--- src/rtl/hdmi_clk_pkg.sv ---
// hdmi_clk_pkg: shared types and constants for the HDMI clock source controller.
//   state_e   - controller FSM states
//   SEL_*     - BUFGMUX select encodings (I0 = HDMI, I1 = local)
package hdmi_clk_pkg;

  localparam int unsigned EDGE_W  = 16;
  localparam int unsigned STATE_W = 3;

  typedef enum logic [STATE_W-1:0] {
    BOOT   = 3'd0,
    LOCAL  = 3'd1,
    PRE_H  = 3'd2,
    POST_H = 3'd3,
    HDMI   = 3'd4,
    PRE_L  = 3'd5,
    POST_L = 3'd6
  } state_e;

  localparam logic SEL_HDMI  = 1'b0;
  localparam logic SEL_LOCAL = 1'b1;

endpackage

--- src/rtl/clk_rate_window.sv ---
// clk_rate_window: measures tmds_div edge rate and vsync activity per window.
//   clk_i       - clk75
//   rst_i       - async active-high reset
//   tmds_div_i  - async divided TMDS toggle
//   vsync_i     - async HDMI vsync
//   win_done_o  - 1-cycle pulse after each window closes
//   win_good_o  - last window's edge count was within [MIN_EDGES, MAX_EDGES]
//   vs_seen_o   - a vsync rising edge arrived since the last win_done
//   edge_cnt_o  - saturating edge count of the last completed window
module clk_rate_window
  import hdmi_clk_pkg::*;
#(
  parameter int unsigned WIN_CYC   = 65536,
  parameter int unsigned MIN_EDGES = 200,
  parameter int unsigned MAX_EDGES = 1200
) (
  input  logic              clk_i,
  input  logic              rst_i,
  input  logic              tmds_div_i,
  input  logic              vsync_i,
  output logic              win_done_o,
  output logic              win_good_o,
  output logic              vs_seen_o,
  output logic [EDGE_W-1:0] edge_cnt_o
);

  localparam int unsigned       WIN_W    = (WIN_CYC > 1) ? $clog2(WIN_CYC) : 1;
  localparam logic [WIN_W-1:0]  WIN_LAST = WIN_W'(WIN_CYC - 1);
  localparam logic [EDGE_W-1:0] ACC_MAX  = '1;
  localparam logic [EDGE_W-1:0] MIN_E    = EDGE_W'(MIN_EDGES);
  localparam logic [EDGE_W-1:0] MAX_E    = EDGE_W'(MAX_EDGES);

  // [1:0] are the synchroniser, [2] is the edge-detect history flop
  logic [2:0]        tmds_sync_q, vs_sync_q;
  logic [WIN_W-1:0]  win_q, win_d;
  logic [EDGE_W-1:0] edge_acc_q, edge_acc_d, acc_inc;
  logic [EDGE_W-1:0] edge_cnt_q, edge_cnt_d;
  logic              win_good_q, win_good_d;
  logic              win_done_q;
  logic              vs_seen_q, vs_seen_d;
  logic              tmds_rise, vs_rise, win_last;

  assign tmds_rise = tmds_sync_q[1] & ~tmds_sync_q[2];
  assign vs_rise   = vs_sync_q[1] & ~vs_sync_q[2];
  assign win_last  = (win_q == WIN_LAST);

  // Window bookkeeping; an edge on the terminal cycle lands in the closing window
  always_comb begin
    acc_inc = edge_acc_q;
    if (tmds_rise && (edge_acc_q != ACC_MAX)) acc_inc = edge_acc_q + EDGE_W'(1);
    win_d      = win_last ? '0 : win_q + WIN_W'(1);
    edge_acc_d = win_last ? '0 : acc_inc;
    edge_cnt_d = win_last ? acc_inc : edge_cnt_q;
    win_good_d = win_last ? ((acc_inc >= MIN_E) && (acc_inc <= MAX_E)) : win_good_q;
    // Cleared after the FSM samples it; a fresh edge on that cycle belongs to the new window
    vs_seen_d = vs_seen_q;
    if (win_done_q) vs_seen_d = 1'b0;
    if (vs_rise)    vs_seen_d = 1'b1;
  end

  always_ff @(posedge clk_i or posedge rst_i) begin
    if (rst_i) begin
      tmds_sync_q <= '0;
      vs_sync_q   <= '0;
      win_q       <= '0;
      edge_acc_q  <= '0;
      edge_cnt_q  <= '0;
      win_good_q  <= 1'b0;
      win_done_q  <= 1'b0;
      vs_seen_q   <= 1'b0;
    end else begin
      tmds_sync_q <= {tmds_sync_q[1:0], tmds_div_i};
      vs_sync_q   <= {vs_sync_q[1:0], vsync_i};
      win_q       <= win_d;
      edge_acc_q  <= edge_acc_d;
      edge_cnt_q  <= edge_cnt_d;
      win_good_q  <= win_good_d;
      win_done_q  <= win_last;
      vs_seen_q   <= vs_seen_d;
    end
  end

  assign win_done_o = win_done_q;
  assign win_good_o = win_good_q;
  assign vs_seen_o  = vs_seen_q;
  assign edge_cnt_o = edge_cnt_q;

endmodule

--- src/rtl/hdmi_clk_src_ctrl.sv ---
// hdmi_clk_src_ctrl: qualifies the HDMI TMDS clock and steers the BUFGMUX
// between HDMI and local clocks, holding the video pipe in reset around flips.
//   clk75       - local 75 MHz clock
//   rst         - async active-high reset
//   tmds_div    - async tmds_clk/256 toggle
//   vsync       - async HDMI vsync
//   force_local - 1 keeps or returns the mux to local
//   sel         - BUFGMUX select (0 = HDMI, 1 = local)
//   pipe_rst    - downstream video pipeline reset, active high
//   hdmi_ok     - running from HDMI
//   edge_cnt    - last window's tmds_div edge count
//   state_o     - FSM state, for debug
module hdmi_clk_src_ctrl
  import hdmi_clk_pkg::*;
#(
  parameter int unsigned WIN_CYC   = 65536,
  parameter int unsigned MIN_EDGES = 200,
  parameter int unsigned MAX_EDGES = 1200,
  parameter int unsigned QUAL_WIN  = 4,
  parameter int unsigned VS_WIN    = 2,
  parameter int unsigned GUARD_CYC = 256
) (
  input  logic               clk75,
  input  logic               rst,
  input  logic               tmds_div,
  input  logic               vsync,
  input  logic               force_local,
  output logic               sel,
  output logic               pipe_rst,
  output logic               hdmi_ok,
  output logic [EDGE_W-1:0]  edge_cnt,
  output logic [STATE_W-1:0] state_o
);

  localparam int unsigned        GUARD_W    = $clog2(GUARD_CYC) + 1;
  localparam int unsigned        QUAL_W     = $clog2(QUAL_WIN) + 1;
  localparam int unsigned        VS_W       = $clog2(VS_WIN) + 1;
  localparam logic [GUARD_W-1:0] GUARD_LAST = GUARD_W'(GUARD_CYC - 1);
  localparam logic [QUAL_W-1:0]  QUAL_MAX   = QUAL_W'(QUAL_WIN);
  localparam logic [VS_W-1:0]    VS_MAX     = VS_W'(VS_WIN);

  state_e             state_q, state_d;
  logic [GUARD_W-1:0] guard_q, guard_d;
  logic [QUAL_W-1:0]  qual_q, qual_d;
  logic [VS_W-1:0]    vs_miss_q, vs_miss_d;
  logic               sel_q, sel_d;
  logic               pipe_rst_q, pipe_rst_d;
  logic               hdmi_ok_q, hdmi_ok_d;
  logic               guard_done;
  logic               win_done, win_good, vs_seen;

  clk_rate_window #(
    .WIN_CYC  (WIN_CYC),
    .MIN_EDGES(MIN_EDGES),
    .MAX_EDGES(MAX_EDGES)
  ) u_win (
    .clk_i     (clk75),
    .rst_i     (rst),
    .tmds_div_i(tmds_div),
    .vsync_i   (vsync),
    .win_done_o(win_done),
    .win_good_o(win_good),
    .vs_seen_o (vs_seen),
    .edge_cnt_o(edge_cnt)
  );

  assign guard_done = (guard_q == GUARD_LAST);

  // Next-state, counters and registered output decode
  always_comb begin
    state_d   = state_q;
    qual_d    = qual_q;
    vs_miss_d = vs_miss_q;
    guard_d   = guard_q;
    sel_d     = SEL_LOCAL;
    pipe_rst_d = 1'b1;
    hdmi_ok_d  = 1'b0;

    case (state_q)
      BOOT:   if (guard_done) state_d = LOCAL;
      LOCAL: begin
        if (win_done) begin
          // Saturating run length of qualifying windows
          if (win_good && vs_seen) begin
            if (qual_q != QUAL_MAX) qual_d = qual_q + QUAL_W'(1);
          end else begin
            qual_d = '0;
          end
          if ((qual_d == QUAL_MAX) && !force_local) state_d = PRE_H;
        end
      end
      PRE_H:  if (guard_done) state_d = POST_H;
      POST_H: if (guard_done) state_d = HDMI;
      HDMI: begin
        if (force_local) begin
          state_d = PRE_L;
        end else if (win_done) begin
          if (!win_good) begin
            state_d = PRE_L;
          end else if (!vs_seen) begin
            vs_miss_d = vs_miss_q + VS_W'(1);
            if (vs_miss_d == VS_MAX) state_d = PRE_L;
          end else begin
            vs_miss_d = '0;
          end
        end
      end
      PRE_L:  if (guard_done) state_d = POST_L;
      POST_L: if (guard_done) state_d = LOCAL;
      default: state_d = BOOT;
    endcase

    // Every state entry starts its guard and run counters from zero
    if (state_d != state_q) begin
      guard_d   = '0;
      qual_d    = '0;
      vs_miss_d = '0;
    end else if (!guard_done) begin
      guard_d = guard_q + GUARD_W'(1);
    end

    if ((state_d == POST_H) || (state_d == HDMI) || (state_d == PRE_L)) sel_d = SEL_HDMI;
    if ((state_d == LOCAL) || (state_d == HDMI)) pipe_rst_d = 1'b0;
    hdmi_ok_d = (state_d == HDMI);
  end

  always_ff @(posedge clk75 or posedge rst) begin
    if (rst) begin
      state_q    <= BOOT;
      guard_q    <= '0;
      qual_q     <= '0;
      vs_miss_q  <= '0;
      sel_q      <= SEL_LOCAL;
      pipe_rst_q <= 1'b1;
      hdmi_ok_q  <= 1'b0;
    end else begin
      state_q    <= state_d;
      guard_q    <= guard_d;
      qual_q     <= qual_d;
      vs_miss_q  <= vs_miss_d;
      sel_q      <= sel_d;
      pipe_rst_q <= pipe_rst_d;
      hdmi_ok_q  <= hdmi_ok_d;
    end
  end

  assign sel      = sel_q;
  assign pipe_rst = pipe_rst_q;
  assign hdmi_ok  = hdmi_ok_q;
  assign state_o  = state_q;

endmodule

--- config.mk ---
export PLATFORM = sky130hd
export DESIGN_NAME = hdmi_clk_src_ctrl
export DESIGN_NICKNAME = d
export VERILOG_FILES = /design/src/rtl/hdmi_clk_pkg.sv /design/src/rtl/clk_rate_window.sv /design/src/rtl/hdmi_clk_src_ctrl.sv
export SDC_FILE = /design/constraint.sdc
export NUM_CORES = 1
export LEC_CHECK = 0
export BUFFER_PORTS_ARGS = -buffer_cell sky130_fd_sc_hd__buf_2
export CAP_MARGIN = 25
export CORE_MARGIN = 1.5
export CORE_UTILIZATION = 54
export DETAILED_ROUTE_END_ITERATION = 10
export GPL_TIMING_DRIVEN = 0
export PLACE_DENSITY = 0.73
export RECOVER_POWER = 100
export SKIP_LAST_GASP = 1
export SYNTH_ARGS = -nofsm -noshare
export SYNTH_HDL_FRONTEND = slang
export SYNTH_SLANG_ARGS = --single-unit
--- constraint.sdc ---
create_clock -name clk75 -period 2.27 [get_ports clk75]
set_input_delay 0.454 -clock clk75 [delete_from_list [all_inputs] [get_ports clk75]]
set_output_delay 0.454 -clock clk75 [all_outputs]
set_load 0.03 [all_outputs]
## Word level (Yosys, flattened, before mapping)

Cells that the tools add are included.

| cells by class | value |
|---|---|
| magnitude comparators | 2 |
| equality and inequality tests | 19 |
| mux-type cells | 34 |
| bitwise operators | 4 |
| reduce and logical (&&, ||, !) cells | 17 |
| add/sub/neg operators | 5 |

Operators by type and width:

| operator | count |
|---|---|
| 2-to-1 mux 3 bit | 18 |
| 2-to-1 mux 16 bit | 3 |
| adder 16 x 1 -> 16 bit, second input constant | 2 |
| equality test 3 bit, second input constant | 6 |
| 2-to-1 mux 9 bit | 2 |
| one-hot mux 3 bit (6 select lines) | 1 |
| equality test 16 bit, second input constant | 1 |
| >= comparator 16 x 8 -> 1 bit, second input constant | 1 |
| <= comparator 16 x 11 -> 1 bit, second input constant | 1 |
| inequality test 16 bit, second input constant | 1 |
| 2-to-1 mux 2 bit | 6 |
| nonzero test 2 bit | 5 |
| adder 9 x 1 -> 9 bit, second input constant | 1 |
| equality test 3 x 2 -> 1 bit, second input constant | 3 |
| equality test 9 x 8 -> 1 bit, second input constant | 1 |
| equality test 3 x 1 -> 1 bit, second input constant | 2 |
| logical AND 1 bit | 4 |
| 2-to-1 mux 1 bit | 4 |
| inequality test 2 x 1 -> 1 bit, second input constant | 2 |
| AND reduction 4 bit | 1 |
| adder 3 x 1 -> 3 bit, second input constant | 1 |
| logical NOT 3 bit | 1 |
| logical OR 1 bit | 3 |
| inequality test 3 bit | 1 |
| 8 further kinds | 10 |

| word-level totals | value |
|---|---|
| output and inout bits | 22 |
| logic and storage cells | 96 |
| register bits after elaboration | 77 |
| input port bits | 5 |

## Depth between registers and ports, before layout

Gate-level depths: netlist of run 1.

| logic depth | value |
|---|---|
| depth in word-level cells | 14 |
| depth in mapped cells | 11 |
| depth with buffers taken out | 10 |

## Modules after synthesis

From an unflattened synthesis of run 1, not the netlist that was laid out.

| second synthesis, totals | value |
|---|---|
| cells, all modules | 370 |
| area total of the unflattened synthesis | 3817.4 sq um |

By module, submodules not included:

| module | area each (sq um) | instances | cells an instance | seq. area each (sq um) |
|---|---|---|---|---|
| clk_rate_window | 2552.4 | 1 | 236 | 1426.4 |
| hdmi_clk_src_ctrl | 1265.0 | 1 | 134 | 503.0 |

## Worst setup path after synthesis of run 1

OpenSTA, ideal clock, no wires.

| timing | value |
|---|---|
| path type | reg2reg |
| start | register guard_q[2] |
| end | register pipe_rst_q, in the netlist pipe_rst |
| library setup time | 0.084 ns |
| required time | 2.186 ns |
| cell stages (with the launch flop) | 12 |
| slack | 0.091 ns |
| arrival time | 2.096 ns |
| path buffers | 2 |
| period minus slack after synthesis | 2.179 ns |
| cell sequence | dfrtp_1 > and3_1 > nand3_1 > nor2_1 > ha_1 > clkbuf_1 > clkbuf_1 > o21ai_0 > a32oi_1 > inv_1 > nor2_1 > a21oi_1 |

| between the ends | value |
|---|---|
| word-level cells in the longest chain between the ends | 6 |
| elaborated cells between the ends (all ways) | 10 |
| classes of those cells | eq/ne: 3; mux: 6; reduce/logical: 1 |

Ends and longest elaborated chain:

| item | RTL line | source |
|---|---|---|
| from (decl) | hdmi_clk_src_ctrl.sv:43 | `logic [GUARD_W-1:0] guard_q, guard_d;` |
| from (signal assigned) | hdmi_clk_src_ctrl.sv:138 | `guard_q <= guard_d;` |
| equality test 9 x 8 -> 1 bit (*) | hdmi_clk_src_ctrl.sv:67 | `assign guard_done = (guard_q == GUARD_LAST);` |
| 2-to-1 mux 3 bit (on tied branches) | n/a |  |
| one-hot mux 3 bit (6 select lines) (*) | hdmi_clk_src_ctrl.sv:79 | `case (state_q)` |
| via state_d[2] | hdmi_clk_src_ctrl.sv:42 | `state_e state_q, state_d;` |
| equality test 3 x 1 -> 1 bit or equality test 3 bit (tied branches) | hdmi_clk_src_ctrl.sv:123 | `if ((state_d == LOCAL) \|\| (state_d == HDMI)) pipe_rst_d = 1'b0;` |
| logical OR 1 bit (*) | hdmi_clk_src_ctrl.sv:123 |  |
| 2-to-1 mux 1 bit (*) | hdmi_clk_src_ctrl.sv:123 |  |
| via pipe_rst_d | hdmi_clk_src_ctrl.sv:47 | `logic pipe_rst_q, pipe_rst_d;` |
| to (signal assigned) | hdmi_clk_src_ctrl.sv:142 | `pipe_rst_q <= pipe_rst_d;` |
| to (decl) | hdmi_clk_src_ctrl.sv:47 |  |

The timed path passes the listed nets; every way through them passes the cells marked *.
A chain may end at the register's enable or synchronous reset.

## Worst setup path after layout of run 1

| timing | value |
|---|---|
| start | register u_win.edge_acc_q[3] |
| end | register u_win.win_good_q, in the netlist u_win.win_good_o |

| between the ends | value |
|---|---|
| word-level cells in the longest chain between the ends | 5 |
| elaborated cells between the ends (all ways) | 7 |
| classes of those cells | add/sub: 1; order compare: 2; eq/ne: 1; mux: 1; reduce/logical: 2 |

Ends and longest elaborated chain:

| item | RTL line | source |
|---|---|---|
| from (decl) | clk_rate_window.sv:36 | `logic [EDGE_W-1:0] edge_acc_q, edge_acc_d, acc_inc;` |
| from (signal assigned) | clk_rate_window.sv:75 | `edge_acc_q <= edge_acc_d;` |
| parallel branches: the longest is 2 deep, another holds adder 16 x 1 -> 16 bit | n/a |  |
| 2-to-1 mux 16 bit (*) | clk_rate_window.sv:50 | `if (tmds_rise && (edge_acc_q != ACC_MAX)) acc_inc = edge_acc_q + EDGE_W'(1);` |
| >= comparator 16 x 8 -> 1 bit or <= comparator 16 x 11 -> 1 bit (tied branches) | clk_rate_window.sv:54 | `win_good_d = win_last ? ((acc_inc >= MIN_E) && (acc_inc <= MAX_E)) : win_good_q;` |
| logical AND 1 bit (*) | clk_rate_window.sv:54 |  |
| to (signal assigned) | clk_rate_window.sv:77 | `win_good_q <= win_good_d;` |
| to (decl) | clk_rate_window.sv:38 | `logic win_good_q, win_good_d;` |

Every way passes the cells marked *.

==> flow_summary.ini, run 1 <==
[status]
outcome = finished with violations
violations = capacitance limit, slew limit

[global_route]
grt_pass1_vias = 2785
antenna_found_initial = 0
grt_overflow = 0
grt_max_degree = 42
grt_pass1_wl_mm = 12.99
track_usage_pct = 22.01

[layout]
final_common_cell = dfrtp_1
design_area_mm2 = 0.004556
regArea_mm2 = 0.001932
drive_gt1_share_pct = 17.78
fin_nets = 457
post-route-util_pct = 66.32
diodes = 0
synthToLayoutAreaGrowth_pct = 17.07
multi_input_area_mm2 = 0.001977
filler_cell_count = 553
layout_common_cells = dfrtp_1, nand2_1, nor2_1

[min_path]
holdCritPathClass = in2reg

[synthesis]
synth-edff-count = 0
ys_types = 60
ys_ff_latch = 77
netlist_instances = 401
avgSynthCellArea_um2 = 9.704
netlist_area_mm2 = 0.003891
synth_top_area_cell = dfrtp_1
ys_async_sr_fraction_pct = 100.0
ys_warn_count = 0
ys_seq_area_share_pct = 49.58
synth_top_cells_by_area = dfrtp_1, nor2_1, nand2_1, xor2_1, xnor2_1
synth_top_area_share_pct = 48.23
syn_nets = 413
yosys_most_used_dff = dfrtp_1

[floorplan]
dieArea_mm2 = 0.007725
num_rows = 30
initial_core_util_pct = 56.65
dieHeight_um = 87.89
ios = 27
die_w_um = 87.89
core-area_mm2 = 0.006869

[routing]
drtAntennaViolNets = 0
dr_total_vias = 3027
vias_per_cell = 5.544
drc = 0
wl_per_cell_um = 14.98
first_pass_iters = 4
drt-total-wl_mm = 8.180
drtIter0Drc = 114

[sta]
tightest_slew_ps = 1545
grt_setup_unrepaired = yes
slew_headroom_pct = -3.540
setup_viol = 0
final-hold-violation-count = 0
worst_clock_skew_ps = 12.56
fin_ws_ps = 26.27
min_period_ps = 2244
fmax_mhz = 445.7
period_share_pct = 98.84
maxSlewViolCount = 38

[clocking]
cts_sinks = 77
cts-root-buf = clkbuf_8
cts_hold_buffers = 0
htreeDepth = 3
clk_path_buf_depth = 2
cts_tree = built
cts_buffers = 9
clk_pin_slew_ps = 80
clock_latency_ps = 350

[place]
hpwl_mm = 5.448
io_buffer_count = 26
place_congestion = 0.8898
place_area_mm2 = 0.004165
pre_cts_ws_ps = -262.2

[setup_path]
critPathKind = reg2reg
path_buf_inv = 0
cpPeakStageDelay_ps = 520
cp-end-kind = flip-flop
startpoint_type = flip-flop
arrival_ps = 2450
cp.required_ps = 2470
critPathMaxFanout = 7
cpLargestDelayFamily = compound AO/OA/AOI/OAI gates
cp_slowest_cell = dfrtp_1
path_cells = nand4_1 -> or3_4 -> a311o_1 -> o311ai_2 -> a221oi_2 -> a32oi_1 -> a41oi_2

[power_and_ir_drop]
ir_drop_mv = 0.5256
p_leak_nw = 1.943
pwr_density_cell_mw_per_mm2 = 652.3

[job]
cap_violations = 1
[metrics by stage]
stage	power (W)	instances	setup TNS, ps	hold WS [ps]
floorplan	0.001729	401	0	331.2
global route	0.003088	546	-124.6	187.7
CTS	0.002894	539	0	194.1
finish	0.002972	546	0	204.6
detailed placement	0.001808	524	-6245	334.7
global placement	0.001786	523	-4021	333.6
[worst reg2reg max path: cells and delay by family (launching register included)]
kind,cells,cell delay (ps)
AND/OR/NAND/NOR,2,630
flip-flops,1,520
AO/OA/AOI/OAI,5,940
[final cells by class]
| class | instances | share of cell area [%] |
|---|---|---|
| inverters | 14 | 1.181 |
| clock buffers | 12 | 3.406 |
| multi-input cells | 290 | 43.39 |
| clock inverters | 4 | 1.208 |
| flip-flops and latches | 77 | 42.41 |
| repair buffers | 34 | 3.570 |
| plain buffers | 19 | 2.197 |
| well taps | 96 | 2.637 |
[layer usage]
metal / global-route usage [%] / up-vias / wire, um
met5: 0 / - / 0
met3: 4.524 / 11 / 252
li1: - / 1480 / -
met4: 6.494 / 0 / 105
met2: 37.82 / 56 / 4105
met1: 28.12 / 1480 / 3718
[state kept, by name, summed over array words and instances (netlist names)]
name	flops
u_win.vs_sync_q	3
u_win.vs_seen_o	1
sel	1
u_win.edge_acc_q	16
vs_miss_q	2
guard_q	9
u_win.tmds_sync_q	3
u_win.edge_cnt_o	16
qual_q	3
state_o	3
u_win.win_q	16
u_win.win_done_o	1
pipe_rst	1
hdmi_ok	1
u_win.win_good_o	1
[logic make-up (layout without fill, tap and decap cells)]
logic type	count (synthesis)	count (layout)	synth area share, %
simple gates	167	167	22.12
flops	77	77	49.58
compound gates	75	75	12.93
xor+xnor	35	35	7.878
buf+inv	34	83	3.666
fa+ha+maj	7	7	2.251
mux	6	6	1.576
[Yosys cell counts (5+ instances only)]
master,number
o21ai_0,26
nor2_1,48
nand2_1,44
a21oi_1,12
nor2b_1,7
xor2_1,18
nor3_1,7
nand2b_1,6
inv_1,14
and3_1,6
ha_1,7
clkbuf_1,10
nand4_1,7
mux2i_1,5
xnor2_1,17
nand3_1,15
buf_2,9
dfrtp_1,75
[timing repair]
item / 4_1_cts / 5_1_grt
setup endpoints to repair: 50 / 51
resized for setup: 12 / 28
pin swaps: 1 / 10
setup buffers: 0 / 7
[path summary, 6_finish.rpt]
kind | startpoint | to | slack, ps | depth (start not counted)
setup / recovery | u_win.edge_acc_q[3] | u_win.win_good_o | 30 | 7
hold / removal | vsync | u_win.vs_sync_q[0] | 200 | 1
setup reg to reg | u_win.edge_acc_q[3] | u_win.win_good_o | 30 | 7
hold reg to reg | u_win.tmds_sync_q[0] | u_win.tmds_sync_q[1] | 350 | 0
max in group asynchronous | rst | vs_miss_q[1] | 550 | 3
min in group asynchronous | rst | u_win.edge_cnt_o[11] | 460 | 2
[report_power, final]
part | switching, W | internal (W) | total [W]
Sequential | 0.0000958 | 0.00143 | 0.00153
Combinational | 0.000206 | 0.000167 | 0.000374
Clock | 0.000498 | 0.000574 | 0.00107
Total | 0.000800 | 0.00217 | 0.00297
Power figures use the tool's default switching activity.
==> run 2: changes to the inputs <==
Settings changed: ABC_AREA set to 1.
Clock period 2.27 ns to 2 ns, I/O delays scaled along.
==> run 2 against run 1 <==
  * The flow finishes with violations (capacitance limit, slew limit, setup timing)
  * Non-clock buffer count is 12 higher
  * Sequential share of layout area is 1.6 points lower
  * Setup slack worse by 220 ps
  * Global-route usage is 1.7 points higher
==> flow_summary.ini, run 2 <==
[status]
outcome = finished with violations
violations = capacitance limit, slew limit, setup timing

[clocking]
cts_buffers = 9
cts-root-buf = clkbuf_8
clock_latency_ps = 360
cts_hold_buffers = 0
cts_tree = built
htreeDepth = 3
clk_path_buf_depth = 2
cts_sinks = 77
clk_pin_slew_ps = 90

[synthesis]
synth_top_area_share_pct = 48.42
synth_top_area_cell = dfrtp_1
syn_nets = 490
yosys.area_share.simple_pct = 29.12
synth_commonest_cells = nand2_1, nor2_1, dfrtp_1
netlist_area_mm2 = 0.003876
netlist_instances = 478
synthMuxAreaShare_pct = 0
ys_seq_area_share_pct = 49.77
yosys_most_used_dff = dfrtp_1
ys_warn_count = 0
synth_top_cells_by_area = dfrtp_1, nand2_1, nor2_1, inv_1, nand3_1
avgSynthCellArea_um2 = 8.109
ys_ff_latch = 77
ys_types = 38
synth_xor_area_share_pct = 5.423
synth-compound-area-share_pct = 6.294
post-synth-top-count-cell = nand2_1
synth_fa_ha_area_share_pct = 2.260
ys_async_sr_fraction_pct = 100.0
synth_top_family_by_area = simple AND/OR/NAND/NOR gates
synth-edff-count = 0

[global_route]
grt_max_degree = 45
grt_use_met2_pct = 38.79
grt_pass1_wl_mm = 13.91
grt_overflow = 0
grt_use_met3_pct = 4.713
track_usage_pct = 23.74
antenna_found_initial = 0
grt_pass1_vias = 3053
grt_busiest_layer = met2
use_met1_pct = 31.92

[floorplan]
dieHeight_um = 87.73
initial_core_util_pct = 56.43
num_rows = 30
ios = 27
die_w_um = 87.73
core-area_mm2 = 0.006869
dieArea_mm2 = 0.007696

[sta]
setup_viol = 18
fmax_mhz = 456.8
fin_ws_ps = -188.9
slew_headroom_pct = -1.510
worst_clock_skew_ps = 13.59
grt_setup_unrepaired = yes
min_period_ps = 2189
maxSlewViolCount = 35
period_share_pct = 109.4
tightest_slew_ps = 1514
final-hold-violation-count = 0

[setup_path]
ff2ff_path_depth = 13
cp-end-kind = flip-flop
critPathMaxFanout = 5
arrival_ps = 2430
r2r_end = guard_q[2]
r2r_start = guard_q[1]
critPathKind = reg2reg
cp.required_ps = 2240
startpoint_type = flip-flop
rrSetupSlack_ps = -190

[place]
place_congestion = 0.9089
dp_cells = 601
hpwl_mm = 5.654
place_area_mm2 = 0.004182
io_buffer_count = 26
pre_cts_ws_ps = -360.6

[layout]
final_common_cell = nand2_1
layout_common_cells = nand2_1, nor2_1, dfrtp_1
diodes = 0
post-route-util_pct = 68.94
design_area_mm2 = 0.004736
drive_gt1_share_pct = 20.73
fin_nets = 557
layout.cells.non_filler = 646
synthToLayoutAreaGrowth_pct = 22.18
filler_cell_count = 587

[power_and_ir_drop]
pwr-share-seq_pct = 49.0
power.internal_w = 0.002497
clkPwrFrac_pct = 34.7
ir_drop_mv = 0.5024
p_leak_nw = 2.312
pwr_density_cell_mw_per_mm2 = 750.9
p_switching_w = 0.001060
combPwrFrac_pct = 16.2
switching_share_pct = 29.79

[routing]
first_pass_iters = 4
drtAntennaViolNets = 0
wl_per_cell_um = 13.74
drt-total-wl_mm = 8.876
vias_per_cell = 5.096
dr_total_vias = 3292
drc = 0
drtIter0Drc = 155

[job]
cap_violations = 1

[min_path]
hold_depth = 1
hold_path_end = u_win.vs_sync_q[0]
holdCritPathClass = in2reg
worstHoldStart = vsync
==> run 2: cell count changes after synthesis, moves of 7 or more <==
| cell | change |
|---|---|
| clkbuf_1 | -8 |
| nor2_1 | +31 |
| buf_2 | -7 |
| inv_1 | +43 |
| xnor2_1 | -12 |
| nand3_1 | +19 |
| nand2_1 | +62 |
| nor2b_1 | -7 |
==> run 2: area by class of cell <==
type | instances | area, um^2 | area share [%]
Tap cell | 96 | 120.1 | 2.536
Clock buffer | 11 | 151.4 | 3.197
Buffer | 9 | 61.31 | 1.295
Timing Repair Buffer | 56 | 336.6 | 7.107
Clock inverter | 5 | 58.81 | 1.242
Sequential cell | 77 | 1932 | 40.79
Inverter | 59 | 227.7 | 4.808
Multi-Input combinational cell | 333 | 1848 | 39.02
==> run 2: worst max-delay path by stage <==
stage | start | end | slack (ps) | cells past startpoint
global placement | guard_q[1] | guard_q[8] | -320 | 13
global route | guard_q[0] | guard_q[2] | -330 | 13
detailed placement | guard_q[0] | vs_miss_q[1] | -360 | 13
CTS | guard_q[1] | qual_q[1] | -140 | 13
finish | guard_q[1] | guard_q[2] | -190 | 13
floorplan | guard_q[0] | guard_q[8] | -70 | 13
==> run 2: power by group through the flow <==
| stage | Combinational (W) | Sequential [W] | Clock (W) |
|---|---|---|---|
| after floorplan | 0.000357 | 0.00174 | 0 |
| after global placement | 0.000432 | 0.00176 | 0 |
| after detailed placement | 0.000446 | 0.00176 | 0 |
| after CTS | 0.000480 | 0.00172 | 0.00126 |
| after global routing | 0.000645 | 0.00175 | 0.00133 |
| final | 0.000577 | 0.00174 | 0.00123 |
==> run 2: metrics by stage <==
stage	TNS, ps	power [W]	hold slack (ps)
floorplan	-715.0	0.002093	331.2
global placement	-4332	0.002188	335.6
detailed placement	-4704	0.002207	349.3
CTS	-1891	0.003461	135.3
global route	-8664	0.003726	131.5
finish	-2676	0.003556	148.4
==> run 2: worst max-delay path, stage by stage, from the launching register on <==
cell and delay (ps):
dfrtp_1 370, ha_2 210, nand3_2 100, nor2_4 120, and3_4 190, ha_4 170
clkinv_4 60, o21ai_2 50, o21ai_1 70, a21oi_1 140, nand2_2 140, xor2_4 230
buf_6 160, nor2_1 50
==> run 2: cells by family (layout without fill, tap and decap cells) <==
family	after synthesis	after routing
AO/OA/AOI/OAI	43	43
XOR/XNOR	24	24
adder cells (fa/ha/maj)	7	7
buffers and inverters	68	140
flip-flops	77	77
AND/OR/NAND/NOR	259	259
==> run 2: metal layers <==
layer	share of wire, %	up-vias
met1	44	1597
met3	3.9	10
li1	-	1641
met2	51	44
met5	0	-
met4	1.2	0
==> run 2: repair_timing <==
action,4_1_cts,5_1_grt
cloned,1,1
setup endpoints to repair,38,40
buffers inserted,10,17
pin swaps,7,23
resized for setup,21,34
==> run 3: changes to the inputs <==
==> constraint.sdc (replaced) <==
create_clock -name clk75 -period 2 [get_ports clk75]
set_input_delay 0.1 -clock clk75 [delete_from_list [all_inputs] [get_ports clk75]]
set_output_delay 0.1 -clock clk75 [all_outputs]
set_load 0.03 [all_outputs]
==> run 3 against run 2 <==
  * The flow still finishes with violations (capacitance limit, slew limit, setup timing)
  * Global-route usage barely moved
  * Sequential cell count did not move
  * Total power rose by 0.11%
  * Clock skew rose by 1.2 ps
  * Largest power group unchanged
==> flow_summary.ini, run 3 (synthesis results as in run 2) <==
[min_path]
holdCritPathClass = in2reg

[place]
io_buffer_count = 26
dp_cells = 601
hpwl_mm = 5.654
place_congestion = 0.9089
place_area_mm2 = 0.004182

[floorplan]
initial_core_util_pct = 56.43
core-area_mm2 = 0.006869
num_rows = 30
dieArea_mm2 = 0.007696
ios = 27
dieHeight_um = 87.73
die_w_um = 87.73

[global_route]
grt_pass1_wl_mm = 13.94
antenna_found_initial = 0
grt_pass1_vias = 3066
grt_overflow = 0
grt_max_degree = 45
track_usage_pct = 23.78

[power_and_ir_drop]
ir_drop_mv = 0.5021
p_leak_nw = 2.326
pwr_density_cell_mw_per_mm2 = 746.5
finalPower_w = 0.003560

[clocking]
htreeDepth = 3
cts_tree = built
clk_pin_slew_ps = 90
cts_sinks = 77
clk_path_buf_depth = 2
cts-root-buf = clkbuf_8
clock_latency_ps = 360
cts_buffers = 9

[sta]
min_period_ps = 2181
grt_setup_unrepaired = yes
worst_clock_skew_ps = 14.79
period_share_pct = 109.0
setup_viol = 18
fmax_mhz = 458.5
slew_headroom_pct = -3.825
tightest_slew_ps = 1549
maxSlewViolCount = 35
final-hold-violation-count = 0
fin_ws_ps = -180.9

[routing]
drtIter0Drc = 173
dr_total_vias = 3316
wl_per_cell_um = 13.73
first_pass_iters = 4
drc = 0
drtAntennaViolNets = 0
vias_per_cell = 5.109
drt-total-wl_mm = 8.909

[layout]
synthToLayoutAreaGrowth_pct = 23.05
design_area_mm2 = 0.004770
fin_nets = 560
final_common_cell = nand2_1
drive_gt1_share_pct = 20.61
layout.cells.non_filler = 649
layout_common_cells = nand2_1, nor2_1, dfrtp_1
diodes = 0
filler_cell_count = 586

[setup_path]
startpoint_type = flip-flop
critPathKind = reg2reg
cp_slowest_cell = dfrtp_1
cpLargestDelayFamily = simple AND/OR/NAND/NOR gates
cp-end-kind = flip-flop
cpPeakStageDelay_ps = 370
path_cells = ha_2 -> nand3_2 -> nor2_4 -> and3_4 -> ha_4 -> clkinv_4 -> o21ai_2 -> o21ai_1 -> a21oi_1 -> nand2_2 -> xor2_4 -> buf_6 -> nor2_1
cp.required_ps = 2240
path_buf_inv = 2
arrival_ps = 2420
critPathMaxFanout = 5

[job]
cap_violations = 1

[status]
outcome = finished with violations
violations = capacitance limit, slew limit, setup timing
-- run 3: cell count changes in the layout (fill, tap and decap cells not counted) --
cell           change
dlygate4sd3_1      +3
buf_6              +1
clkbuf_4           -1
-- run 3: where the power goes --
part	switching (W)	total, W	internal [W]	leakage (nW)
sequential	0.000108	0.00174	0.00164	0.972
clock	0.000590	0.00123	0.000644	0.102
combinational	0.000360	0.000582	0.000222	1.25
-- run 3: worst paths after layout --
kind | start | end | slack [ps] | depth (start not counted)
min | force_local | state_o[0] | 230 | 5
max reg2reg | guard_q[1] | guard_q[2] | -180 | 13
min reg2reg | u_win.tmds_sync_q[0] | u_win.tmds_sync_q[1] | 370 | 0
max | guard_q[1] | guard_q[2] | -180 | 13
max in group asynchronous | rst | u_win.edge_acc_q[3] | 370 | 4
min in group asynchronous | rst | state_o[0] | 640 | 3
-- run 3: through the flow --
stage | utilization [%] | setup WS (ps) | setup TNS, ps | hold WS (ps)
6_report | 69.44 | -180.9 | -2603 | 234.7
5_1_grt | 69.44 | -326.4 | -7216 | 280.7
4_1_cts | 66.56 | -143.0 | -1891 | 220.5
3_5_place_dp | 60.87 | -360.6 | -4704 | 210.5
3_3_place_gp | 60.58 | -323.7 | -4332 | 210.1
2_1_floorplan | - | -73.11 | -715.0 | 131.4
-- run 3: final cells by class --
class                      instances  area, um^2  area share (%)
sequential                        77        1932           40.50
timing repair buffer              59       370.4           7.765
buffer                             9       61.31           1.285
inverter                          59       227.7           4.774
clock inverter                     5       58.81           1.233
clock buffer                      11       151.4           3.174
multi-input combinational        333        1848           38.75
tap                               96       120.1           2.518
-- run 3: routing by layer --
layer / part of all wire, % / up-vias / GRT usage [%] / routed length (um)
met3: 3.0 / 10 / 4.713 / 269
li1: - / 1647 / - / -
met5: 0 / - / 0 / 0
met1: 44 / 1624 / 31.92 / 3944
met2: 52 / 35 / 38.93 / 4591
met4: 1.2 / 0 / 7.648 / 104
-- run 3: worst reg2reg max path, stage by stage (launching register included) --
cell	delay, ps
dfrtp_1	370
ha_2	210
nand3_2	100
nor2_4	120
and3_4	190
ha_4	170
clkinv_4	60
o21ai_2	50
o21ai_1	70
a21oi_1	140
nand2_2	140
xor2_4	240
buf_6	160
nor2_1	50
-- run 3: what timing repair did --
action                                  4_1_cts  5_1_grt
resized for setup                            21       34
cloned                                        1        1
endpoints found under the setup margin       38       40
buffers inserted                             10       17
pin swaps                                     7       23
hold endpoints to repair                     33        0
hold buffers                                  3        0
